--- src/rtl/cpu_rf_pkg.sv ---
// Shared constants for the CPU register file: default geometry and the
// per-register scoreboard state encoding.
package cpu_rf_pkg;

    localparam int RF_DATA_W = 32;
    localparam int RF_ADDR_W = 3;
    localparam int RF_NUM_RD = 2;
    localparam int DEPTH     = 2 ** RF_ADDR_W;

    localparam logic RF_IDLE    = 1'b0;
    localparam logic RF_PENDING = 1'b1;

endpackage

--- src/rtl/rf_read_port.sv ---
// One combinational read port: zero register beats bypass, bypass beats the
// stored value. Busy is suppressed whenever the returned data is already valid.
module rf_read_port
    import cpu_rf_pkg::*;
#(
    parameter int DATA_W   = RF_DATA_W,
    parameter int ADDR_W   = RF_ADDR_W,
    parameter int ZERO_REG = 0,
    parameter int BYPASS   = 1
)(
    input  logic [DATA_W-1:0]      regs [2**ADDR_W],
    input  logic [2**ADDR_W-1:0]   busy,
    input  logic [ADDR_W-1:0]      rd_addr,
    input  logic                   wr_en,
    input  logic [ADDR_W-1:0]      wr_addr,
    input  logic [DATA_W-1:0]      wr_data,
    output logic [DATA_W-1:0]      rd_data,
    output logic                   rd_busy
);

    logic is_zero;
    logic hit;

    always_comb begin
        is_zero = (ZERO_REG != 0) && (rd_addr == '0);
        hit     = (BYPASS != 0) && wr_en && (wr_addr == rd_addr) && !is_zero;
        rd_data = regs[rd_addr];
        rd_busy = busy[rd_addr];
        if (hit) begin
            rd_data = wr_data;
            rd_busy = RF_IDLE;
        end
        if (is_zero) begin
            rd_data = '0;
            rd_busy = RF_IDLE;
        end
    end

endmodule

--- src/rtl/regfile_scoreboard.sv ---
// Parametrised register file with NUM_RD combinational read ports, one
// synchronous write port, optional bypass and a per-register busy scoreboard.
module regfile_scoreboard
    import cpu_rf_pkg::*;
#(
    parameter int DATA_W   = RF_DATA_W,
    parameter int ADDR_W   = RF_ADDR_W,
    parameter int NUM_RD   = RF_NUM_RD,
    parameter int ZERO_REG = 0,
    parameter int BYPASS   = 1
)(
    input  logic                     clk,
    input  logic                     rst_n,
    input  logic                     wr_en,
    input  logic [ADDR_W-1:0]        wr_addr,
    input  logic [DATA_W-1:0]        wr_data,
    input  logic [NUM_RD*ADDR_W-1:0] rd_addr,
    output logic [NUM_RD*DATA_W-1:0] rd_data,
    output logic [NUM_RD-1:0]        rd_busy,
    input  logic                     alloc_en,
    input  logic [ADDR_W-1:0]        alloc_addr,
    output logic                     alloc_ok,
    output logic [2**ADDR_W-1:0]     busy_vec
);

    localparam int NREG = 2 ** ADDR_W;

    logic [DATA_W-1:0] regs [NREG];
    logic [NREG-1:0]   busy;
    logic              wr_live;
    logic              alloc_zero;

    assign wr_live    = wr_en && !((ZERO_REG != 0) && (wr_addr == '0));
    assign alloc_zero = (ZERO_REG != 0) && (alloc_addr == '0);

    // alloc_en/alloc_ok is a request/grant pair: the request is taken on the
    // edge where both are high; a denied requester holds and retries. A write
    // retiring the same register this cycle frees it for the new producer.
    assign alloc_ok = alloc_en &&
                      (alloc_zero || (busy[alloc_addr] == RF_IDLE) ||
                       (wr_en && (wr_addr == alloc_addr)));

    // Alloc is applied after the write so a same-edge grant leaves it PENDING.
    always_ff @(posedge clk or negedge rst_n) begin
        if (!rst_n) begin
            for (int k = 0; k < NREG; k++) regs[k] <= '0;
            busy <= '0;
        end else begin
            if (wr_live) begin
                regs[wr_addr] <= wr_data;
                busy[wr_addr] <= RF_IDLE;
            end
            if (alloc_ok && !alloc_zero) busy[alloc_addr] <= RF_PENDING;
        end
    end

    assign busy_vec = busy;

    for (genvar i = 0; i < NUM_RD; i++) begin : g_rd
        rf_read_port #(
            .DATA_W   (DATA_W),
            .ADDR_W   (ADDR_W),
            .ZERO_REG (ZERO_REG),
            .BYPASS   (BYPASS)
        ) u_rd (
            .regs    (regs),
            .busy    (busy),
            .rd_addr (rd_addr[i*ADDR_W +: ADDR_W]),
            .wr_en   (wr_en),
            .wr_addr (wr_addr),
            .wr_data (wr_data),
            .rd_data (rd_data[i*DATA_W +: DATA_W]),
            .rd_busy (rd_busy[i])
        );
    end

endmodule

--- config.mk ---
export PLATFORM = sky130hd
export DESIGN_NAME = regfile_scoreboard
export DESIGN_NICKNAME = d
export VERILOG_FILES = /design/src/rtl/cpu_rf_pkg.sv /design/src/rtl/rf_read_port.sv /design/src/rtl/regfile_scoreboard.sv
export SDC_FILE = /design/constraint.sdc
export NUM_CORES = 1
export LEC_CHECK = 0
export ABC_AREA = 1
export CORE_MARGIN = 1
export CORE_UTILIZATION = 45
export CTS_CLUSTER_SIZE = 24
export DETAILED_ROUTE_END_ITERATION = 10
export PLACE_DENSITY = 0.69
export SLEW_MARGIN = 40
export SYNTH_ARGS = -nofsm -noshare
export SYNTH_HDL_FRONTEND = slang
export SYNTH_SLANG_ARGS = --single-unit
--- constraint.sdc ---
create_clock -name clk -period 1.7 [get_ports clk]
set_clock_uncertainty 0.1 [all_clocks]
set_input_delay 0.34 -clock clk [delete_from_list [all_inputs] [get_ports clk]]
set_output_delay 0.34 -clock clk [all_outputs]
set_load 0.05 [all_outputs]
==> impl_results.md, run 1 <==
* Vias at 16038
* Final WL at 53300 um
* Avg Cell Area, Syn at between 7 and 8 um^2
* Setup WS post-layout at -538 ps
* DR WL/cell at roughly 19 um
* CTS HTree Levels at 1
* Post-synthesis sequential area ratio at 43.1%
* Fin crit period at 2240 ps
* Final Setup Violations at 75
* Vert. Die Dim at 186 um
* Clk Tree Root Cell: clkbuf_16
* Max Cap Violations at 0
* Pin count of the biggest net entering global routing at 54
* Final cycle utilization of the critical path at 132%
* Final nets at 2362
* Die Wd at 186 um
* Die Area at 0.0348 mm^2
* Post-DRT Antenna Nets at 0
* CTS max path bufs at 3
* CORE AREA at 0.0335 mm^2
* Iteration-0 DRC count of the detailed router at roughly 1500
* Critical path origin: busy_vec[2]
* Layout Cells excl Fill at 2787
* Layout cells sized above 1 at between 30% and 40%
* Hold Path Class: in2async
* Post-Syn Area at around 0.015 mm^2
* Leakage at around 10 nW
* CTS tree: done
* DR vias/cell at roughly 5.8
* Critical Path Source Type: register
* Arr. time, crit path at between 1500 and 2000 ps
* Setup slack, reg-to-reg at 150 ps
* DRC at 0
* Netlist cell types at 30
* Reg2reg end: busy_vec[7]
* Worst-margin pin slew at 454 ps
* FF-to-FF Start: busy_vec[4]
* Slowest stage cell, crit path: dfrtp_2
* Crit path largest cell delay at 460 ps
* Most frequent cells in the layout: nand2_1, dfrtp_1, o21ai_0, buf_4, o21ai_1
* Cell Pwr Density at ~1000 mW/mm^2
* Max-slew violations at 0
* Critical path peak fanout at 4
* TritonCTS Buffers at 30
* Synth top area share at between 40% and 50%
* Yosys reg bits at 264
* Violated checks: negative setup slack
* FP Rows at 67
* Global-route wire length before repair at 82800 um
* DP HPWL at 32200 um
* Port Buffer Count at 122
* Crit-path cells: o21ai_2 -> o21ai_1 -> a21oi_2 -> nor2_2 -> buf_4 -> buf_12
* Placement Setup Slack at -862 ps
* Worst Reg-to-Reg Cells at 10
* Number of global-route vias before repair at 15453
* Clk sinks at 264
* Initial cell density of the core at 45.7%
* Max VDD drop at about 0.00087 V
* DR pass1 iterations at 6
* Fill count at 2569
* Initial antenna violation count at 1
* Synth top area cells: dfrtp_1, nand2_1, o21ai_0, o211ai_1, nand3_1
* Worst setup EP type: primary output
* RSZ-0062 raised after global routing: true
* Worst setup path category: reg2out
* Congestion Overflow GR at 0
* Reg clk slew, reported paths at roughly 60 ps
* Gpl congestion at 0.911
* Commonest non-fill, non-tap cell in the layout: nand2_1
* Placed cells at 2645
* Highest Clock Rate at 447 MHz
* Synth Warn # at 0
* Final Core Density at 68.2%
* Relative slew slack at 69.6%
* Hold Vio Cnt, Final at 0
* Tot GR Track Use at 29.3%
* Outcome: finished with violations
* # IOs at 123
* Crit path to: rd_busy[0]
* Req. time, crit path at 1260 ps
* Worst skew pair latency at 560 ps
* Area Overhead vs Synth at 49.3%
* Cells after synthesis at approximately 2000
* Post-synth top area cell: dfrtp_1
* Post-Syn Nets at 2097
==> layout make-up <==
type	count	area, um^2	share of cell area (%)
diodes	1	2.50	0.0109
flip-flops and latches	264	6620	28.9
inverters	180	701	3.06
well taps	448	561	2.45
repair buffers	409	5130	22.4
multi-input cells	1429	8780	38.4
clock buffers	49	953	4.17
clock inverters	7	119	0.520
==> worst max-delay path: cells and delay by family (launching register included) <==
| family | cells | cell delay (ps) |
|---|---|---|
| flip-flops | 1 | 460 |
| AO/OA/AOI/OAI | 3 | 430 |
| buffers and inverters | 2 | 280 |
| AND/OR/NAND/NOR | 1 | 60 |
==> state kept, by name, summed over array words and instances, names as in the netlist <==
signal / count
busy_vec: 8
regs: 256
==> per-stage QoR <==
stage | cell area [um^2] | power [W] | TNS [ps] | hold WS (ps)
2_1_floorplan | 16500 | 0.0127 | -6120 | -55.6
3_3_place_gp | 19800 | 0.0152 | -127930 | 162
3_5_place_dp | 19800 | 0.0154 | -136190 | 161
4_1_cts | 22200 | 0.0231 | -27680 | 182
5_1_grt | 22900 | 0.0247 | -30410 | 198
6_report | 22900 | 0.0236 | -25590 | 177
==> per-layer routing <==
layer / wire, um / global-route usage, %
met4: 1670 / 9.46
met2: 25200 / 47.8
met5: 0 / 0
met1: 22300 / 40.6
met3: 4160 / 3.63
==> cells in the mapped netlist <==
library cell  count
nand2_1         492
o21ai_0         356
dfrtp_1         264
nand3_1         180
inv_1           171
a21oi_1         131
o211ai_1        129
buf_2            99
o21ai_1          56
clkbuf_1         37
nor2_1           23
o21ai_2          22
buf_6            19
nand3_2          18
buf_4            15
inv_2             6
nor3_1            6
buf_1             5
nand4_1           5
nand2_2           3
clkinv_2          2
nor2_4            2
a21boi_0          1
clkbuf_2          1
inv_4             1
nor2_2            1
o221ai_1          1
o22ai_1           1
xnor2_1           1
xor2_1            1
==> cells by family (layout without fill, tap and decap cells) <==
logic type | count (synthesis) | after routing | share of synthesized area (%)
AND/OR/NAND/NOR | 730 | 730 | 20.4
buffers and inverters | 356 | 645 | 10.9
other | 0 | 1 | 0
AO/OA/AOI/OAI | 697 | 697 | 25.5
flip-flops | 264 | 264 | 43.1
XOR/XNOR | 2 | 2 | 0.114
==> how the worst min path moves through the flow <==
| stage | slack (ps) | cells after the start | end | from |
|---|---|---|---|---|
| 2_1_floorplan | -60 | 0 | busy_vec[0] | rst_n |
| 6_report | 180 | 2 | regs[10] | rst_n |
| 4_1_cts | 180 | 2 | regs[10] | rst_n |
| 3_5_place_dp | 160 | 1 | regs[204] | rst_n |
| 5_1_grt | 200 | 2 | regs[10] | rst_n |
| 3_3_place_gp | 160 | 1 | regs[204] | rst_n |
==> where the power goes <==
part	internal [W]	switching, W
Combinational	0.00364	0.00465
Clock	0.00427	0.00269
Sequential	0.00751	0.000888
==> repair_timing <==
action                     in CTS  in global routing
hold buffers                    1                  0
setup endpoints to repair      70                179
hold endpoints to repair      264                  0
pin swaps                     163                127
resized for setup             275                198
gates cloned                    7                  6
setup buffers                  54                 28
Power figures use the tool's default switching activity.
==> run 2, diff against run 1 <==
--- a/config.mk
+++ b/config.mk
@@ -6,12 +6,15 @@
 export NUM_CORES = 1
 export LEC_CHECK = 0
 export ABC_AREA = 1
+export CELL_PAD_IN_SITES_DETAIL_PLACEMENT = 1
+export CELL_PAD_IN_SITES_GLOBAL_PLACEMENT = 1
 export CORE_MARGIN = 1
-export CORE_UTILIZATION = 45
+export CORE_UTILIZATION = 38
 export CTS_CLUSTER_SIZE = 24
 export DETAILED_ROUTE_END_ITERATION = 10
-export PLACE_DENSITY = 0.69
+export PLACE_DENSITY = 0.79
 export SLEW_MARGIN = 40
 export SYNTH_ARGS = -nofsm -noshare
 export SYNTH_HDL_FRONTEND = slang
+export SYNTH_HIERARCHICAL = 1
 export SYNTH_SLANG_ARGS = --single-unit
==> impl_results.md, run 2 <==
* Outcome: finished with violations
* Violated checks: negative setup slack
* RSZ-0062 raised after global routing: true
* Initial cell density of the core at 38.5% (-7.2 points)
* Most common cell in the synthesized netlist: nand2_1
* Most frequent cells after synthesis: nand2_1, nand3_1, inv_1, dfrtp_1, o21ai_0
* Post-synthesis sequential area ratio at 38.8% (-4.3 points)
* Pin count of the biggest net entering global routing at 56 (+3.7%)
* Hold Path Class: in2async
* Gate power share at 41.0% (+5.9 points)
* Layout cells sized above 1 at 33.2% (-1.3 points)
* Final WL at 92700 um (+74%)
* Cell Pwr Density at 1040 mW/mm^2 (+0.60%)
* Max Cap Violations at 0 (unchanged)
* Arr. time, crit path at 1840 ps (+40 ps)
* Sequential share of power at 33.1% (-2.4 points)
* Initial antenna violation count at 0 (-1)
* Port Buffer Count at 122 (unchanged)
* Clk pwr share at 26.0% (-3.4 points)
* Worst setup path category: reg2out
* Critical path peak fanout at 3 (-1)
* Buf/Inv on CP at 2 (unchanged)
* Int Pwr at 0.0157 W (+1.7%)
* Synth top area cells: dfrtp_1, nand2_1, nand3_1, inv_1, o21ai_0
* Clk sinks at 264 (unchanged)
* Most common cell on crit path: nand3_2
* Avg Cell Area, Syn at 6.41 um^2 (-14%)
* Congestion Overflow GR at 0 (unchanged)
* TritonCTS Buffers at 31 (+3.3%)
* Leakage at 13.1 nW (+25%)
* Ant. Diodes at 0 (-1)
* Final Setup Violations at 75 (unchanged)
* Global-route wire length before repair at 119000 um (+43%)
* DP HPWL at 47000 um (+46%)
* Gpl congestion at 0.875 (-4.0%)
* Setup slack, reg-to-reg at 180 ps (+30 ps)
* Top reg by flops: regs
* Max-slew violations at 0 (unchanged)
* Slowest stage cell, crit path: dfrtp_1
* DR vias/cell at 6.01 (+4.4%)
* CTS HTree Levels at 1 (unchanged)
* Reg clk slew, reported paths at 70 ps (about the same)
* Area Overhead vs Synth at 50.2%
* Die Wd at 214 um (+15%)
* Tot GR Track Use at 33.9% (+4.6 points)
* FF-to-FF Start: busy_vec[2]
* Req. time, crit path at 1260 ps (about the same)
* Post-DRT Antenna Nets at 0 (unchanged)
* Post-synth ARST share at 100% (unchanged)
* Max FFs per register at 256 (unchanged)
* Post-synth top area cell: dfrtp_1
* Worst-margin pin slew at 490 ps (+36.1 ps)
* Reg2reg end: busy_vec[0]
* Worst Reg-to-Reg Cells at 8 (-2)
* CTS max path bufs at 3 (unchanged)
* Critical Path Source Type: register
* Synth top area share at 38.8% (-4.3 points)
* Most frequent cells in the layout: nand2_1, inv_1, nand3_2, dfrtp_1, buf_4
* Synth Warn # at 6 (+6)
* Crit-path cells: inv_1 -> nand2_1 -> nand3_2 -> nand3_4 -> nand3_2 -> nand2_4 -> buf_8
* Cells after synthesis at 2658 (+30%)
* Die Area at 0.0457 mm^2 (+31%)
* Commonest non-fill, non-tap cell in the layout: nand2_1
* Relative slew slack at 67.3% (-2.3 points)
* Sw Ratio at 41.1% (+6.3 points)
* Vias at 21348 (+33%)
* Sw Pwr at 0.0109 W (+33%)
* Number of global-route vias before repair at 20855 (+35%)
* Fin crit period at 2280 ps (+46.4 ps)
* Hold Vio Cnt, Final at 0 (unchanged)
* Top delay family on crit path: simple AND/OR/NAND/NOR gates
* Final nets at 2984 (+26%)
* Max VDD drop at 0.000841 V (-3.7%)
* # IOs at 123 (unchanged)
* Synth Flop Type: dfrtp_1
* Setup WS post-layout at -585 ps (-46.4 ps)
* Post-Syn Area at 0.0170 mm^2 (+11%)
* Placement Setup Slack at -844 ps (+18.1 ps)
* Final Core Density at 57.8% (-10 points)
* DR pass1 iterations at 6 (unchanged)
* DR WL/cell at 26.1 um (+37%)
* Highest Clock Rate at 438 MHz (-2.0%)
* CTS tree: done
* Post-Syn Nets at 2706 (+29%)
* Crit path largest cell delay at 470 ps (about the same)
* CORE AREA at 0.0442 mm^2 (+32%)
* Vert. Die Dim at 214 um (+15%)
* Fill count at 5300 (+110%)
* Netlist cell types at 23 (-23%)
* Final cycle utilization of the critical path at 134% (+2.7 points)
* Clk Tree Root Cell: clkbuf_16
* FP Rows at 77 (+15%)
* Worst skew pair latency at 580 ps (+20 ps)
* DRC at 0 (unchanged)
* Number of synthesized flops with an enable pin at 0 (unchanged)
* Iteration-0 DRC count of the detailed router at 2301 (+55%)
* Yosys reg bits at 264 (unchanged)
* Worst setup EP type: primary output
-- run 2: changes by cell type in the layout (fill, tap and decap cells not counted), sizes merged, moves of 18 or more --
cell,change
nand2,+485
nand3,+263
inv,+248
o21ai,-201
o211ai,-129
a21oi,-99
nor2,+43
buf,+18
-- run 2: stage by stage --
step | cells | hold slack (ps) | power, W | setup TNS [ps] | cell area [um^2]
after floorplan | 2658 | -55.6 | 0.0134 | -30.5 | 17700
after detailed placement | 3356 | 193 | 0.0162 | -161230 | 20500
final | 3552 | 188 | 0.0266 | -29450 | 25600
after global routing | 3552 | 206 | 0.0275 | -31980 | 25600
after global placement | 3356 | 193 | 0.0158 | -144470 | 20500
after CTS | 3478 | 191 | 0.0243 | -24210 | 23900
-- run 2: worst max-delay path by stage --
stage / startpoint / endpoint / slack (ps) / cells after the start
floorplan: rd_addr[0] / rd_busy[0] / -10 / 8
global placement: wr_addr[0] / rd_data[16] / -780 / 10
detailed placement: wr_addr[0] / rd_data[8] / -840 / 10
CTS: busy_vec[5] / alloc_ok / -500 / 8
global route: regs[149] / rd_data[21] / -610 / 7
finish: regs[220] / rd_data[60] / -580 / 7
-- run 2: per-layer routing --
metal  global-route usage (%)  share of wire, %
met1                     42.8                36
met2                     56.8                47
met3                     5.46               9.6
met4                     15.4               7.5
met5                        0                 0
-- run 2: power by group through the flow --
stage	registers, W	clock network (W)	logic, W
after floorplan	0.00850	0	0.00486
after global placement	0.00855	0	0.00722
after detailed placement	0.00866	0	0.00755
after CTS	0.00852	0.00678	0.00904
after global routing	0.00887	0.00712	0.0115
final	0.00879	0.00691	0.0109
-- run 2: repair_timing --
action	4_1_cts	5_1_grt
hold buffers	1	0
setup endpoints to repair	71	83
gates cloned	5	1
gates resized for setup	421	276
endpoints found under the hold margin	214	0
pin swaps	189	207
buffers inserted	60	74
-- run 2: cell families after synthesis --
| family | share of synthesized area [%] |
|---|---|
| AO/OA/AOI/OAI | 7.83 |
| XOR/XNOR | 0.154 |
| buffers and inverters | 15.8 |
| flip-flops | 38.8 |
| AND/OR/NAND/NOR | 37.5 |
-- run 2: area by class of cell --
type | count | area, um^2 | area share (%)
multi-input combinational | 1792 | 10600 | 41.6
sequential | 264 | 6620 | 25.9
timing repair buffer | 422 | 4970 | 19.4
inverter | 425 | 1610 | 6.30
clock buffer | 49 | 933 | 3.65
tap | 592 | 741 | 2.90
clock inverter | 8 | 71.3 | 0.279
==> run 3, diff against run 2 <==
--- a/config.mk
+++ b/config.mk
@@ -12,7 +12,7 @@
 export CORE_UTILIZATION = 38
 export CTS_CLUSTER_SIZE = 24
 export DETAILED_ROUTE_END_ITERATION = 10
-export PLACE_DENSITY = 0.79
+export PLACE_DENSITY_LB_ADDON = 0.1
 export SLEW_MARGIN = 40
 export SYNTH_ARGS = -nofsm -noshare
 export SYNTH_HDL_FRONTEND = slang
==> impl_results.md, run 3 (synthesis results as in run 2) <==
* Clk Tree Root Cell: clkbuf_16
* Dpl cell area at 0.0204 mm^2 (-0.44%)
* Max-slew violations at 0 (unchanged)
* Hold Vio Cnt, Final at 0 (unchanged)
* Highest Clock Rate at 456 MHz (+4.2%)
* Final cycle utilization of the critical path at 129% (-5.4 points)
* DR vias/cell at 5.42 (-9.8%)
* TritonCTS Buffers at 35 (+13%)
* Relative slew slack at 66.2% (-1.1 points)
* Outcome: finished with violations
* Clk sinks at 264 (unchanged)
* Top reg by flops: regs
* Reg2reg end: busy_vec[1]
* # IOs at 123 (unchanged)
* Congestion Overflow GR at 0 (unchanged)
* Max VDD drop at 0.000733 V (-13%)
* Req. time, crit path at 1260 ps (about the same)
* Initial antenna violation count at 1 (+1)
* FF-to-FF Start: busy_vec[1]
* Tot GR Track Use at 34.4% (+0.55 points)
* Critical Path Source Type: register
* Final nets at 2967 (-0.57%)
* Die Wd at 214 um (unchanged)
* Layout cells sized above 1 at 32.3% (-0.96 points)
* Hold Path Class: in2async
* DR pass1 iterations at 5 (-1)
* Setup slack, reg-to-reg at 180 ps (about the same)
* DR WL/cell at 22.7 um (-13%)
* Worst-margin pin slew at 507 ps (+16.8 ps)
* Violated checks: negative setup slack
* DP HPWL at 44300 um (-5.7%)
* CTS tree: done
* Arr. time, crit path at 1750 ps (-90 ps)
* Max FFs per register at 256 (unchanged)
* Final Setup Violations at 72 (-4.0%)
* Worst setup EP type: primary output
* Vias at 19172 (-10%)
* Reg clk slew, reported paths at 60 ps (about the same)
* Pin count of the biggest net entering global routing at 83 (+48%)
* Worst setup path category: reg2out
* Worst Reg-to-Reg Cells at 8 (unchanged)
* Critical path origin: busy_vec[1]
* Placed cells at 3354 (-0.060%)
* Final WL at 80200 um (-13%)
* DRC at 0 (unchanged)
* FP Rows at 77 (unchanged)
* Most frequent cells in the layout: nand2_1, inv_1, nand3_2, dfrtp_1, buf_4
* Ant. Diodes at 0 (unchanged)
* Global-route wire length before repair at 118000 um (-0.67%)
* Iteration-0 DRC count of the detailed router at 1435 (-38%)
* Worst skew pair latency at 530 ps (-50 ps)
* Layout Cells excl Fill at 3535 (-0.48%)
* CORE AREA at 0.0442 mm^2 (unchanged)
* Port Buffer Count at 122 (unchanged)
* CTS max path bufs at 3 (unchanged)
* Cell Pwr Density at 1020 mW/mm^2 (-1.6%)
* Initial cell density of the core at 38.5% (unchanged)
* Setup WS post-layout at -493 ps (+92.0 ps)
* Vert. Die Dim at 214 um (unchanged)
* Max Cap Violations at 0 (unchanged)
* Gpl congestion at 0.854 (-2.4%)
* RSZ-0062 raised after global routing: true
* Crit path to: alloc_ok
* CTS HTree Levels at 2 (+1)
* Number of global-route vias before repair at 19922 (-4.5%)
* Commonest non-fill, non-tap cell in the layout: nand2_1
* Leakage at 13.1 nW (about the same)
* Die Area at 0.0457 mm^2 (unchanged)
* Cell area after layout at 0.0258 mm^2 (+0.69%)
* Fin crit period at 2190 ps (-92.0 ps)
* Critical path peak fanout at 4 (+1)
* Post-DRT Antenna Nets at 0 (unchanged)
* Area Overhead vs Synth at 51.2%
run 3: changes by cell type in the layout (fill, tap and decap cells not counted), sizes merged:
cell and change:
buf -23, clkinv +3, bufbuf +2, bufinv +2
clkdlybuf4s50 -2, clkbuf -1, clkinvlp +1, dlygate4sd2 +1
dlymetal6s2s +1, inv -1
run 3: timing repair:
item                                    4_1_cts  5_1_grt
endpoints found under the hold margin       212        0
gates cloned                                 14        1
buffers inserted                             54       58
hold buffers                                  1        0
endpoints found under the setup margin       71       75
resized for setup                           477      239
pin swaps                                   200      189
run 3: worst min-delay path by stage:
stage                  end  slack (ps)  startpoint
2_1_floorplan  busy_vec[0]         -60       rst_n
3_3_place_gp     regs[170]         110       rst_n
3_5_place_dp     regs[170]         110       rst_n
4_1_cts          regs[170]         130       rst_n
5_1_grt          regs[170]         140       rst_n
6_report         regs[170]         140       rst_n
run 3: critical path: stages (launching register included):
cell and delay, ps:
dfrtp_2 460, nand3_1 100, nand2_1 50, nor2_1 180
nand2_2 110, a21boi_4 180, buf_12 150
run 3: area by class of cell:
| cell class | instances | area (um^2) |
|---|---|---|
| Clock buffer | 48 | 1020 |
| Clock inverter | 13 | 145 |
| Fill cell | 5279 | 18500 |
| Inverter | 425 | 1640 |
| Multi-Input combinational cell | 1792 | 10500 |
| Sequential cell | 264 | 6620 |
| Tap cell | 592 | 741 |
| Timing Repair Buffer | 401 | 5050 |
run 3: routing by layer:
layer / GRT usage [%] / part of all wire, % / vias to the layer above
met3: 4.51 / 5.2 / 215
li1: - / - / 8747
met5: 0 / 0.021 / -
met4: 13.4 / 4.3 / 2
met1: 44.9 / 42 / 9627
met2: 57.9 / 48 / 581
run 3: power by group:
group	leakage (nW)	internal, W	switching, W	total [W]
clock network	0.573	0.00464	0.00304	0.00768
logic	9.28	0.00413	0.00594	0.0101
registers	3.26	0.00751	0.00110	0.00861
run 3: metrics by stage:
stage / total power, W / hold WS [ps] / setup WS (ps) / setup TNS (ps) / util [%]
finish: 0.0264 / 138 / -493 / -21830 / 58.2
global route: 0.0276 / 144 / -569 / -25330 / 58.2
CTS: 0.0254 / 125 / -460 / -20740 / 55.3
detailed placement: 0.0161 / 108 / -863 / -150270 / 46.0
global placement: 0.0158 / 108 / -807 / -136640 / 46.0
floorplan: 0.0134 / -55.6 / -10.6 / -30.5 / -
